File: src/rtl/chunk_serial_adder.sv
// chunk_serial_adder
//   Multi-cycle unsigned adder: S = A + B + CIN, computed CHUNK bits per
//   clock over WIDTH/CHUNK cycles. The carry between chunks lives in a
//   register, so the combinational carry chain is only CHUNK cells long.
//
// Parameters
//   WIDTH  operand/result width (default 16)
//   CHUNK  bits added per cycle (default 4); WIDTH must be a multiple of CHUNK
//
// Ports
//   clk    rising-edge clock
//   rst_n  asynchronous active-low reset
//   start  request an operation; accepted whenever busy == 0
//   A, B   addends, sampled on the accepting edge only
//   CIN    carry-in, sampled on the accepting edge only
//   SUB    (only with CHUNK_SERIAL_ADDER_SUB_EN) 1 = compute A - B
//   busy   operation in progress
//   done   one-cycle pulse, S/COUT just updated
//   S      registered sum, updated only when a result completes
//   COUT   registered carry-out of bit WIDTH-1 (for SUB: 1 = no borrow)
//
// Optional feature macro: CHUNK_SERIAL_ADDER_SUB_EN adds the SUB port.
module chunk_serial_adder #(
  parameter int WIDTH = 16,
  parameter int CHUNK = 4
) (
  input  logic             clk,
  input  logic             rst_n,
  input  logic             start,
  input  logic [WIDTH-1:0] A,
  input  logic [WIDTH-1:0] B,
  input  logic             CIN,
`ifdef CHUNK_SERIAL_ADDER_SUB_EN
  input  logic             SUB,
`endif
  output logic             busy,
  output logic             done,
  output logic [WIDTH-1:0] S,
  output logic             COUT
);

  localparam int NCHUNK = WIDTH / CHUNK;
  localparam int CNT_W  = (NCHUNK > 1) ? $clog2(NCHUNK) : 1;
  localparam logic [CNT_W-1:0] LAST_CHUNK = CNT_W'(NCHUNK - 1);

  generate
    if (CHUNK < 1 || (WIDTH % CHUNK) != 0) begin : g_bad_chunk
      $error("chunk_serial_adder: WIDTH (%0d) must be a positive multiple of CHUNK (%0d)",
             WIDTH, CHUNK);
    end
  endgenerate

  // Ripple of CHUNK full-adder cells; returns {carry_out, sum}.
  function automatic logic [CHUNK:0] add_chunk(input logic [CHUNK-1:0] a,
                                               input logic [CHUNK-1:0] b,
                                               input logic             c);
    logic             cy;
    logic [CHUNK-1:0] s;
    cy = c;
    s  = '0;
    for (int i = 0; i < CHUNK; i++) begin
      s[i] = a[i] ^ b[i] ^ cy;
      cy   = (a[i] & b[i]) | (cy & (a[i] ^ b[i]));
    end
    return {cy, s};
  endfunction

  typedef enum logic [1:0] {
    ST_IDLE,
    ST_RUN,
    ST_DONE
  } state_t;

  state_t           state;
  state_t           state_nxt;

  logic [WIDTH-1:0] a_sh_p0;
  logic [WIDTH-1:0] b_sh_p0;
  logic             carry_p0;
  logic [WIDTH-1:0] acc_p0;
  logic [CNT_W-1:0] cnt_p0;

  logic             accept;
  logic             last_chunk;
  logic [WIDTH-1:0] b_in;
  logic             c_in;
  logic [CHUNK:0]   chunk_res;
  logic [WIDTH-1:0] acc_nxt;

  // Subtraction is A + ~B + 1, so only the latched B and carry differ.
`ifdef CHUNK_SERIAL_ADDER_SUB_EN
  assign b_in = SUB ? ~B : B;
  assign c_in = SUB ? 1'b1 : CIN;
`else
  assign b_in = B;
  assign c_in = CIN;
`endif

  // A new operation may start from IDLE or directly from DONE.
  assign accept     = start && (state != ST_RUN);
  assign last_chunk = (cnt_p0 == LAST_CHUNK);

  // Stage p0 -> chunk sum: low CHUNK bits of both operands plus held carry.
  // The chunk sum enters the accumulator at the MSB end, so after NCHUNK
  // shifts chunk 0 has reached the LSB end. Shift form stays legal when
  // CHUNK == WIDTH.
  assign chunk_res = add_chunk(a_sh_p0[CHUNK-1:0], b_sh_p0[CHUNK-1:0], carry_p0);
  assign acc_nxt   = (acc_p0 >> CHUNK)
                   | (WIDTH'(chunk_res[CHUNK-1:0]) << (WIDTH - CHUNK));

  always_ff @(posedge clk or negedge rst_n) begin
    if (!rst_n) begin
      state <= ST_IDLE;
    end else begin
      state <= state_nxt;
    end
  end

  always_comb begin
    state_nxt = state;
    busy      = 1'b0;
    done      = 1'b0;
    case (state)
      ST_IDLE: begin
        if (start) state_nxt = ST_RUN;
      end
      ST_RUN: begin
        busy = 1'b1;
        if (last_chunk) state_nxt = ST_DONE;
      end
      ST_DONE: begin
        done      = 1'b1;
        state_nxt = start ? ST_RUN : ST_IDLE;
      end
      default: begin
        state_nxt = ST_IDLE;
      end
    endcase
  end

  // Stage p0 -> result: S/COUT load only on the edge finishing the last chunk.
  always_ff @(posedge clk or negedge rst_n) begin
    if (!rst_n) begin
      a_sh_p0  <= '0;
      b_sh_p0  <= '0;
      carry_p0 <= 1'b0;
      acc_p0   <= '0;
      cnt_p0   <= '0;
      S        <= '0;
      COUT     <= 1'b0;
    end else if (accept) begin
      a_sh_p0  <= A;
      b_sh_p0  <= b_in;
      carry_p0 <= c_in;
      acc_p0   <= '0;
      cnt_p0   <= '0;
    end else if (state == ST_RUN) begin
      a_sh_p0  <= a_sh_p0 >> CHUNK;
      b_sh_p0  <= b_sh_p0 >> CHUNK;
      carry_p0 <= chunk_res[CHUNK];
      acc_p0   <= acc_nxt;
      cnt_p0   <= cnt_p0 + CNT_W'(1);
      if (last_chunk) begin
        S    <= acc_nxt;
        COUT <= chunk_res[CHUNK];
      end
    end
  end

endmodule
File: config.mk
export PLATFORM = sky130hd
export DESIGN_NAME = chunk_serial_adder
export DESIGN_NICKNAME = d
export VERILOG_FILES = /design/src/rtl/chunk_serial_adder.sv
export SDC_FILE = /design/constraint.sdc
export NUM_CORES = 1
export LEC_CHECK = 0
export ABC_CLOCK_PERIOD_IN_PS = 2100
export CAP_MARGIN = 10
export CORE_MARGIN = 4
export CORE_UTILIZATION = 38
export CTS_BUF_LIST = sky130_fd_sc_hd__clkbuf_4 sky130_fd_sc_hd__clkbuf_8
export DETAILED_ROUTE_END_ITERATION = 6
export HOLD_SLACK_MARGIN = 0.1
export SYNTH_ARGS = -nofsm -noshare
export SYNTH_HDL_FRONTEND = slang
export SYNTH_SLANG_ARGS = --single-unit
export TNS_END_PERCENT = 30
File: constraint.sdc
create_clock -name clk -period 2.1 [get_ports clk]
set_clock_uncertainty 0.05 [all_clocks]
set_input_delay 0.42 -clock clk [delete_from_list [all_inputs] [get_ports clk]]
set_output_delay 0.42 -clock clk [all_outputs]
set_load 0.005 [all_outputs]
## Word level (Yosys, flattened, before mapping)

Cells that the tools add are included.
Widths: inputs -> output; s select.

| cells by class | value |
|---|---|
| add/sub/neg operators | 1 |
| equality and inequality tests | 6 |
| multiplexer cells | 16 |
| bitwise logic cells | 22 |
| reductions and logical operators | 5 |

Operators with widths:

| cell | number |
|---|---|
| $mux 16 | 6 |
| $or 12x16->16 | 1 |
| $and 1x1->1 | 8 |
| $mux 2 | 4 |
| $xor 1x1->1 | 8 |
| $pmux 2 s3 | 1 |
| $mux 1 | 5 |
| $eq 2x2->1 const B | 2 |
| $ne 2x2->1 const B | 2 |
| $or 1x1->1 | 4 |
| $reduce_and 3->1 | 1 |
| $add 2x1->2 const B | 1 |
| $eq 2x1->1 const B | 1 |
| $logic_not 2->1 | 1 |
| $ne 2x1->1 const B | 1 |
| $reduce_and 2->1 | 1 |
| $reduce_bool 2->1 | 1 |
| $logic_and 1x1->1 | 1 |
| $not 1->1 | 1 |

| storage, ports and cells | value |
|---|---|
| flip-flop bits (word level) | 70 |
| bits of input ports | 36 |
| output and inout bits | 19 |
| logic and storage cells | 58 |

## Logic depth before layout (Yosys ltp)

Gate-level depths: netlist of the first run.

| depth | value |
|---|---|
| word-level depth | 11 |
| gate-level depth with buffers | 8 |
| depth with buffers taken out | 8 |

## Least setup slack after synthesis of the first run

No wires, ideal clock.

| timing | value |
|---|---|
| path type | flip-flop to flip-flop |
| start | register a_sh_p0[0] |
| end | register acc_p0[15] |
| library setup time | 0.079 ns |
| arrival | 1.940 ns |
| required time | 1.971 ns |
| slack | 0.031 ns |
| cell stages (with the launch flop) | 9 |
| buffers on the path | 0 |
| period minus slack after synthesis | 2.069 ns |
| cell sequence | dfrtp_1 inv_1 fa_1 inv_1 fa_1 fa_1 inv_1 fa_1 mux2i_1 |

| between the ends | value |
|---|---|
| longest elaborated chain between the ends | 11 |
| elaborated cells between the ends (all ways) | 12 |

Ends and longest elaborated chain:

| item | line | text |
|---|---|---|
| start, declared | 77 | `logic [WIDTH-1:0] a_sh_p0;` |
| start signal, assigned | 158 | `a_sh_p0 <= a_sh_p0 >> CHUNK;` |
| $xor 1x1->1 | 63 | `cy = (a[i] & b[i]) \| (cy & (a[i] ^ b[i]));` |
| $and 1x1->1 | 63 |  |
| $or 1x1->1 * | 63 |  |
| $and 1x1->1 * | 63 |  |
| $or 1x1->1 * | 63 |  |
| $and 1x1->1 * | 63 |  |
| $or 1x1->1 * | 63 |  |
| $xor 1x1->1 * | 62 | `s[i] = a[i] ^ b[i] ^ cy;` |
| $or 12x16->16 * | 109 | `\| (WIDTH'(chunk_res[CHUNK-1:0]) << (WIDTH - CHUNK));` |
| $mux 16 * | 157 | `end else if (state == ST_RUN) begin` |
| $mux 16 * | 151 | `end else if (accept) begin` |
| end signal, assigned | 161 | `acc_p0 <= acc_nxt;` |
| end, declared | 80 | `logic [WIDTH-1:0] acc_p0;` |

Every way passes the cells marked *; elsewhere a longest branch is shown, timed or not. The select of a mux whose other input is x is not followed.
A chain may end at the register's enable or synchronous reset.

## Worst setup path in the final report of the first run

Ends and elaborated chain as after synthesis.

==> results.md, run 1 <==
- For this run, the total global-route usage over all layers was measured as 12.1%.
- The finished layout holds 380 standard cells, fillers aside.
- The final critical path takes up 97.8% of the cycle.
- Counting every net in the synthesized netlist gives 252.
- The congestion estimate from routability-driven global placement came to 0.679.
- The quantity of I/O buffers inserted on ports is 54.
- Setup repair after global routing could not meet its margin everywhere.
- The worst-margin pin slew is 0.557 ns.
- The pre-CTS worst setup slack is -0.0561 ns.
- The clock period could shrink to 2.05 ns.
- The overall die width is 97.7 um.
- Counting instances, the worst hold path has a depth of 1.
- The die covers 9550 sq um.
- The required time of the critical path is 2.32 ns.
- The signal on the critical path passes through inv_2 > fa_1 > inv_1 > fa_2 > fa_2 > inv_2 > fa_1 > mux2i_1.
- Across the VDD grid, the largest voltage drop is 732 uV.
- The setup violation total in the final timing report is 0.
- The clock input transition at the sequential cells of the worst setup and hold paths is 0.07 ns.
- The total global routing overflow is 0.
- The share of the synthesized area in the top cell type is 54.0%.
- Relative to the synthesized area, the layout overhead comes to 27.8%.
- For this block, the via count after detailed routing is 1758.
- Tracing the worst setup path back leads to its startpoint at a_sh_p0[0]$_DFFE_PN0P_.
- The HPWL reported at the end of detailed placement is 3510 um.
- The total leakage power is 1.80 nW.
- The count of cell instances traversed by the critical path is 8.
- The standard cell with the maximum stage delay on the critical path is fa_1.
- The class of the most critical setup path is register to register.
- The number of inserted filler cells in the final layout is 714.
- 55 I/O pins were placed.
- Ranked by total cell area, the synthesized netlist is headed by dfrtp_1 (54%), mux2_2 (27%), mux2i_1 (5.2%).
- The initial detailed-routing violation count is 87.
- The worst min-delay path class is register to register.
- The repair_antennas step left the layout with diodes totalling 0.
- The cell area power density is 1380 nW/um^2.
- For this run, the top clock speed supported by timing is 487 MHz.
- Entering global routing, the biggest net connects 67 pins.
- The count of unique library cells instantiated by Yosys is 18.
- The depth of the worst register-to-register path is 8.
- The worst setup path is launched from a register.
- In the synthesized netlist, the cells that appear most often are mux2_2 (73), dfrtp_1 (66), mux2i_1 (16).
- The fraction of layout instances using a drive strength above 1 is 38.1%.
- Together, buffers and inverters on the worst path number 3.
- Row generation in the floorplan step produced 32 rows.
- The maximum fanout encountered on the critical timing path is 2.
- Counting flops with an async set or reset pin after synthesis yields a share of 100%.
- STA puts the critical path data arrival time at 2.27 ns.
- In this run the vertical extent of the chip is 97.7 um.
- The run finished with clean final reports.
- The termination of the worst setup path is acc_p0[15]$_DFFE_PN0P_.
- The routed wire length is 5330 um.
- The length of the first detailed-routing pass in iterations is 3.
- After detailed routing, the average wire length per cell comes to 14.0 um.
- The later pin in the worst-skew pair is clocked with a latency of 0.34 ns.
- The register bit count reported by yosys is 66.
- After detailed routing, the number of vias per cell comes to 4.63.
- The final hold violation count was 0.
- The number of clock buffers inserted by TritonCTS is 9.
- The part of the Yosys area used for sequential elements is 54.0%.
- Yosys instantiated no cell more often than mux2_2.
- The Yosys warning count is 0.
- The initial core utilization is 39.4%.
- The prevailing post-synth register cell is dfrtp_1.
- The clock tree from TritonCTS is done.
- The post-route worst setup slack is 0.0470 ns.
- The root buffer cell chosen for the clock tree is clkbuf_8.
- The count of unresolved DRC violations after routing is 0.
- The number of antenna violations at the first check in global routing is 0.
- Dividing the synthesized area by the synthesized cell count gives 14.5 sq um.
- Max-cap violations in this run came to 0.
- The aggregate negative setup slack is 0 ns.
- The area of the core is 7770 sq um.
- The biggest area contributor in the post-synthesis netlist is dfrtp_1.
- The clock tree synthesis step divided the H-tree into 3 levels.
- The number of antenna-violating nets in the routed design is 0.
- The tree built by TritonCTS fans out to 66 sinks.
- The via count of the first global-routing pass came to 1876.
- The overall power consumption is 5.39 mW.
- The critical path's top delay family is adder cells.
- The largest single stage delay on the critical path is 0.41 ns.
- The clock passes through at most 2 buffers.
- The final net count is 314.
- The first-pass GRT wire length is 9040 um.
- The number of pins exceeding their max-slew limit in the final report is 0.
- Synthesis produced 211 cells.
- STA classifies the critical path endpoint as a register.
- The instance count after placement with tap cells included is 361.
- The worst register-to-register path begins at a_sh_p0[0]$_DFFE_PN0P_.
- The reg-to-reg critical path endpoint is acc_p0[15]$_DFFE_PN0P_.
- The reg-to-reg setup timing slack is 0.05 ns.
- The total standard cell area after synthesis is 3060 sq um.
- In this run, synthesis inferred 0 flip-flops with an integrated enable.
- In this run the tightest slew margin relative to its limit is 62.8%.
## worst reg2reg max path, delay by kind of cell (launching register included)
kind	cells	cell delay [ns]
adder cells (fa/ha/maj)	4	1.24
flip-flops	1	0.39
buffers and inverters	3	0.17
multiplexers	1	0.13
## per-layer routing
metal	wire, um	part of all wire, %	global-route usage (%)
met2	2420	45	17.9
met4	64	1.2	3.83
met5	0	0	0
met3	407	7.6	5.96
met1	2440	46	15.7
## worst min path at each step
stage | end | slack [ns] | startpoint
5_1_grt | b_sh_p0[4]$_DFFE_PN0P_ | 0.47 | b_sh_p0[8]$_DFFE_PN0P_
2_1_floorplan | COUT$_DFFE_PN0P_ | 0.07 | rst_n
3_5_place_dp | S[1]$_DFFE_PN0P_ | 0.42 | rst_n
3_3_place_gp | S[5]$_DFFE_PN0P_ | 0.42 | rst_n
6_report | cnt_p0[0]$_DFFE_PN0P_ | 0.44 | cnt_p0[0]$_DFFE_PN0P_
4_1_cts | cnt_p0[0]$_DFFE_PN0P_ | 0.45 | cnt_p0[0]$_DFFE_PN0P_
## area by class of cell
cell class | instances | area [sq um] | share of cell area (%)
Clock buffer | 9 | 124 | 3.17
Multi-Input combinational cell | 120 | 1230 | 31.4
Sequential cell | 66 | 1650 | 42.3
Clock inverter | 7 | 103 | 2.63
Tap cell | 102 | 128 | 3.27
Inverter | 13 | 48.8 | 1.25
Timing Repair Buffer | 63 | 626 | 16.0
## kinds of logic (layout without fill, tap and decap cells)
kind of cell / count (synthesis) / count (layout) / share of synthesized area, %
compound gates: 1 / 1 / 0.205
fa+ha+maj: 5 / 5 / 3.03
flops: 66 / 66 / 54.0
mux: 89 / 89 / 32.1
buf+inv: 25 / 92 / 6.10
simple gates: 25 / 25 / 4.54
## registers in the layout (all words and copies together), names as in the netlist
name,cells
COUT,1
carry_p0,1
S,16
state,2
acc_p0,12
a_sh_p0,16
b_sh_p0,16
cnt_p0,2
## stage by stage
step                      instance area (sq um)  hold WS (ns)  utilization [%]
final                                      3910         0.443             50.3
after CTS                                  3900         0.447             50.2
after global routing                       3910         0.471             50.3
after global placement                     3650         0.422             47.0
after detailed placement                   3650         0.421             47.0
after floorplan                            3060        0.0744                -
## power by group
part           internal, mW  total (mW)  switching, mW
registers              1.83        2.13          0.296
clock network         0.678        1.19          0.512
logic                  1.30        2.07          0.776
## layout by cell type, fill, tap and decap left out, types with 2 or more instances in the layout
master	count
buf_12	2
buf_2	2
buf_4	6
bufinv_16	2
clkbuf_8	9
clkdlybuf4s50_1	52
clkinv_4	3
dfrtp_1	66
fa_1	2
fa_2	2
inv_1	9
inv_2	4
mux2_2	73
mux2i_1	16
nand2b_1	3
nor2_1	8
nor2b_1	11
## repair_timing
item	4_1_cts	5_1_grt
resized for setup	4	1
setup buffers	1	1
setup endpoints to repair	2	2
hold endpoints to repair	66	0
hold buffers	1	0
pin swaps	1	1
gates cloned	0	0
No activity file was read; power rests on OpenSTA's default activity.
==> run 2, diff against run 1 <==
Settings changed: SLEW_MARGIN set to 10.
==> results of run 2 <==
Final layout, timing and power as in run 1 (identical DEF).
==> run 3, diff against run 2 <==
Settings changed: ABC_CLOCK_PERIOD_IN_PS 2100 to 2050, SLEW_MARGIN 10 to 20.
Clock period 2.1 ns to 2.05 ns, I/O delays scaled along.
==> run 3 against run 2 <==
  * Sequential power up 2%
  * Cell area down 1.2%
  * Final cell count down 0.79%
  * Sequential share of layout area up 0.53 points
  * Fmax down 2.0%
  * Register-to-register slack worse by 0.09 ns
  * First-iteration DRC count down 43%
  * Setup slack worse by 0.093 ns
  * Critical endpoint unchanged
  * Global-route usage up 0.10 points
  * Combinational power up 2%
  * The flow now finishes with violations (setup timing)
  * Highest routed layer unchanged
==> results.md, run 3 (synthesized netlist as in run 1, its figures left out) <==
- Cell internal power was estimated by the tool at 3.80 mW.
- The required time of the critical path is 2.19 ns.
- Setup slack on the worst reg-to-reg path comes out at -0.05 ns.
- The final layout contains 312 nets.
- The startpoint of the tightest hold check path is cnt_p0[0]$_DFFE_PN0P_.
- For this design the total switching power over the nets is 1.55 mW.
- The final hold violation count is 0.
- The total global routing overflow is 0.
- The clock input transition at the sequential cells of the worst setup and hold paths is 0.06 ns.
- In this run the critical register-to-register path is launched from a_sh_p0[0]$_DFFE_PN0P_.
- The repair_antennas step left the layout with diodes totalling 0.
- The routed wire length is 5370 um.
- The achievable clock frequency is 477 MHz.
- The first-pass GRT wire length is 9070 um.
- The worst path in the final design needs a cycle of 2.10 ns, including I/O delays and setup.
- The sequential share of power is 40.8%.
- For this design, the sink count on the clock tree is 66.
- In the final layout, the registers with the most flip-flops are S: 16 flops, a_sh_p0: 16 flops, b_sh_p0: 16 flops.
- The longest clock path from root to sink contains 2 buffers.
- The instance count after placement with tap cells included is 361.
- The quantity of I/O buffers inserted on ports is 54.
- Leaving out fill and tap cells, the most frequent cells in the layout are mux2_2 (73), dfrtp_1 (66), clkdlybuf4s50_1 (52).
- At the later pin of the worst-skew pair, clock insertion delay measures 0.33 ns.
- The share of total power dissipated in the clock network is 19.8%.
- STA classifies the critical path endpoint as a register.
- The routed layout has 1718 vias.
- The die covers 9550 sq um.
- The number of top-level pins is 55.
- The number of setup buffers added after CTS is 0.
- The fraction of layout instances using a drive strength above 1 is 37.5%.
- The clock tree from TritonCTS is done.
- For this run, design rule violations remaining after detail routing come to 0.
- The pre-CTS worst setup slack is -0.0984 ns.
- The largest individual stage delay along the critical path comes from the cell fa_1.
- Once the floorplan was initialized, standard cells occupied 39.4% of the core.
- The largest incremental delay on the critical path is 0.51 ns.
- The run finished, with violations left.
- Measured along the x axis, the die boundary spans 97.7 um.
- The number of maximum-capacitance constraint violations is 0.
- The final weighted congestion of routability-driven global placement is 0.680.
- Summed over all cells, the static leakage comes to 1.78 nW.
- From synthesis to final layout, the design area changed by 26.2%.
- TritonCTS created 9 clock buffers.
- The number of pins exceeding their max-slew limit in the final report came to 0.
- The worst pin sits at a relative slew slack of 62.7%.
- Entering global routing, the biggest net connects 67 pins.
- The standard-cell row count is 32.
- The root buffer selected by CTS is clkbuf_8.
- The critical path is of the register to register type.
- The number of antenna violations at the first check in global routing is 0.
- The first detailed-routing pass took 4 iterations.
- The cell family contributing the most delay on the critical path is adder cells.
- The worst setup path startpoint is a_sh_p0[0]$_DFFE_PN0P_.
- After filler insertion, the fill cell instance count of the layout stands at 720.
- The setup violation total in the final timing report is 2.
- The final critical-path share of the clock period is 102%.
- The final reports fail on setup timing.
- IR analysis of the VDD net gives a maximum drop of 501 uV.
- The type of origin of the critical path is a register.
- The area of the core is 7770 sq um.
- Setup repair after global routing could not meet its margin everywhere.
- The HPWL reported at the end of detailed placement is 3570 um.
- In the final routed layout, each cell accounts on average for 14.2 um.
- Per report_power, the combinational group accounts for 39.4% of the total.
- Power spread over the standard cell area amounts to 1390 nW/um^2.
- The H-tree depth is 3.
- The path class of the tightest hold or removal check is register to register.
- The via count of the first global-routing pass is 1795.
- The first routing iteration left 50 violations.
- Once layout is complete, the cells apart from fillers number 377.
- The net switching fraction of the power is 29.0%.
- At the pin with the least slew margin, the transition time is 0.560 ns.
- The number of buffers and inverters on the critical path is 3.
- Across all setup checks in the final design, the least slack found is -0.0456 ns.
- The arrival time of data at the critical path endpoint is 2.24 ns.
- In this run the remaining antenna-violating nets after routing total 0.
- In the global route stage, overall resource usage came out at 12.2%.
- The signal on the critical path passes through inv_2 > fa_1 > inv_1 > fa_2 > fa_2 > inv_2 > fa_1 > mux2i_1.
- Along the worst path, the maximum fanout reaches 2.
- The most common cell after layout, fill and taps aside is mux2_2.
- From bottom edge to top edge, the die measures 97.7 um.
- The number of vias per cell after detailed routing is 4.56.
-- run 3: changes by cell type in the layout (fill, tap and decap cells not counted) --
cell / before / now
clkbuf_8: 9 / 10
bufinv_16: 2 / 1
buf_4: 6 / 4
clkinv_2: 0 / 2
clkinv_4: 3 / 0
clkinvlp_4: 1 / 0
inv_6: 1 / 0
clkbuf_4: 0 / 2
-- run 3: final cells by class --
class	count	area [sq um]	share of cell area [%]
inverters	13	48.8	1.26
well taps	102	128	3.31
multi-input cells	120	1230	31.8
repair buffers	61	611	15.8
clock buffers	12	153	3.96
clock inverters	3	40.0	1.04
flip-flops and latches	66	1650	42.8
-- run 3: final timing paths --
path | to | cells after the start
max in group asynchronous | a_sh_p0[2]$_DFFE_PN0P_ | 3
max | acc_p0[15]$_DFFE_PN0P_ | 8
min | cnt_p0[0]$_DFFE_PN0P_ | 1
max reg2reg | acc_p0[15]$_DFFE_PN0P_ | 8
min reg2reg | cnt_p0[0]$_DFFE_PN0P_ | 1
min in group asynchronous | S[5]$_DFFE_PN0P_ | 3
-- run 3: power by group through the flow --
stage	Combinational (mW)	Sequential (mW)	Clock, mW
global route	2.32	2.26	1.16
CTS	2.15	2.19	1.10
detailed placement	2.14	2.22	0
global placement	2.09	2.21	0
finish	2.11	2.18	1.06
floorplan	1.51	2.14	0
-- run 3: worst reg2reg max path: stages, from the launching register on --
cell	delay, ns
dfrtp_1	0.36
inv_2	0.04
fa_1	0.41
inv_1	0.08
fa_2	0.20
fa_2	0.20
inv_2	0.04
fa_1	0.51
mux2i_1	0.07
-- run 3: layer usage --
layer / track usage, % / wire length, um / vias up
li1: - / - / 830
met1: 14.9 / 2390 / 843
met5: 0 / 0 / -
met3: 5.60 / 353 / 6
met4: 3.83 / 66 / 0
met2: 19.3 / 2570 / 39
-- run 3: stage by stage --
step	cell area (sq um)	setup TNS [ns]	total power [mW]	hold WS (ns)	util [%]
2_1_floorplan	3060	0	3.65	0.0644	-
3_3_place_gp	3650	-0.0922	4.30	0.413	47.0
3_5_place_dp	3650	-0.187	4.36	0.408	47.0
4_1_cts	3860	-0.127	5.45	0.449	49.7
5_1_grt	3860	-0.259	5.75	0.460	49.7
6_report	3860	-0.0912	5.35	0.450	49.7
-- run 3: timing repair --
action / in CTS / in global routing
pin swaps: 0 / 1
hold endpoints to repair: 66 / 0
resized for setup: 2 / 2
cloned: 0 / 0
hold buffers: 1 / 0
endpoints found under the setup margin: 2 / 2
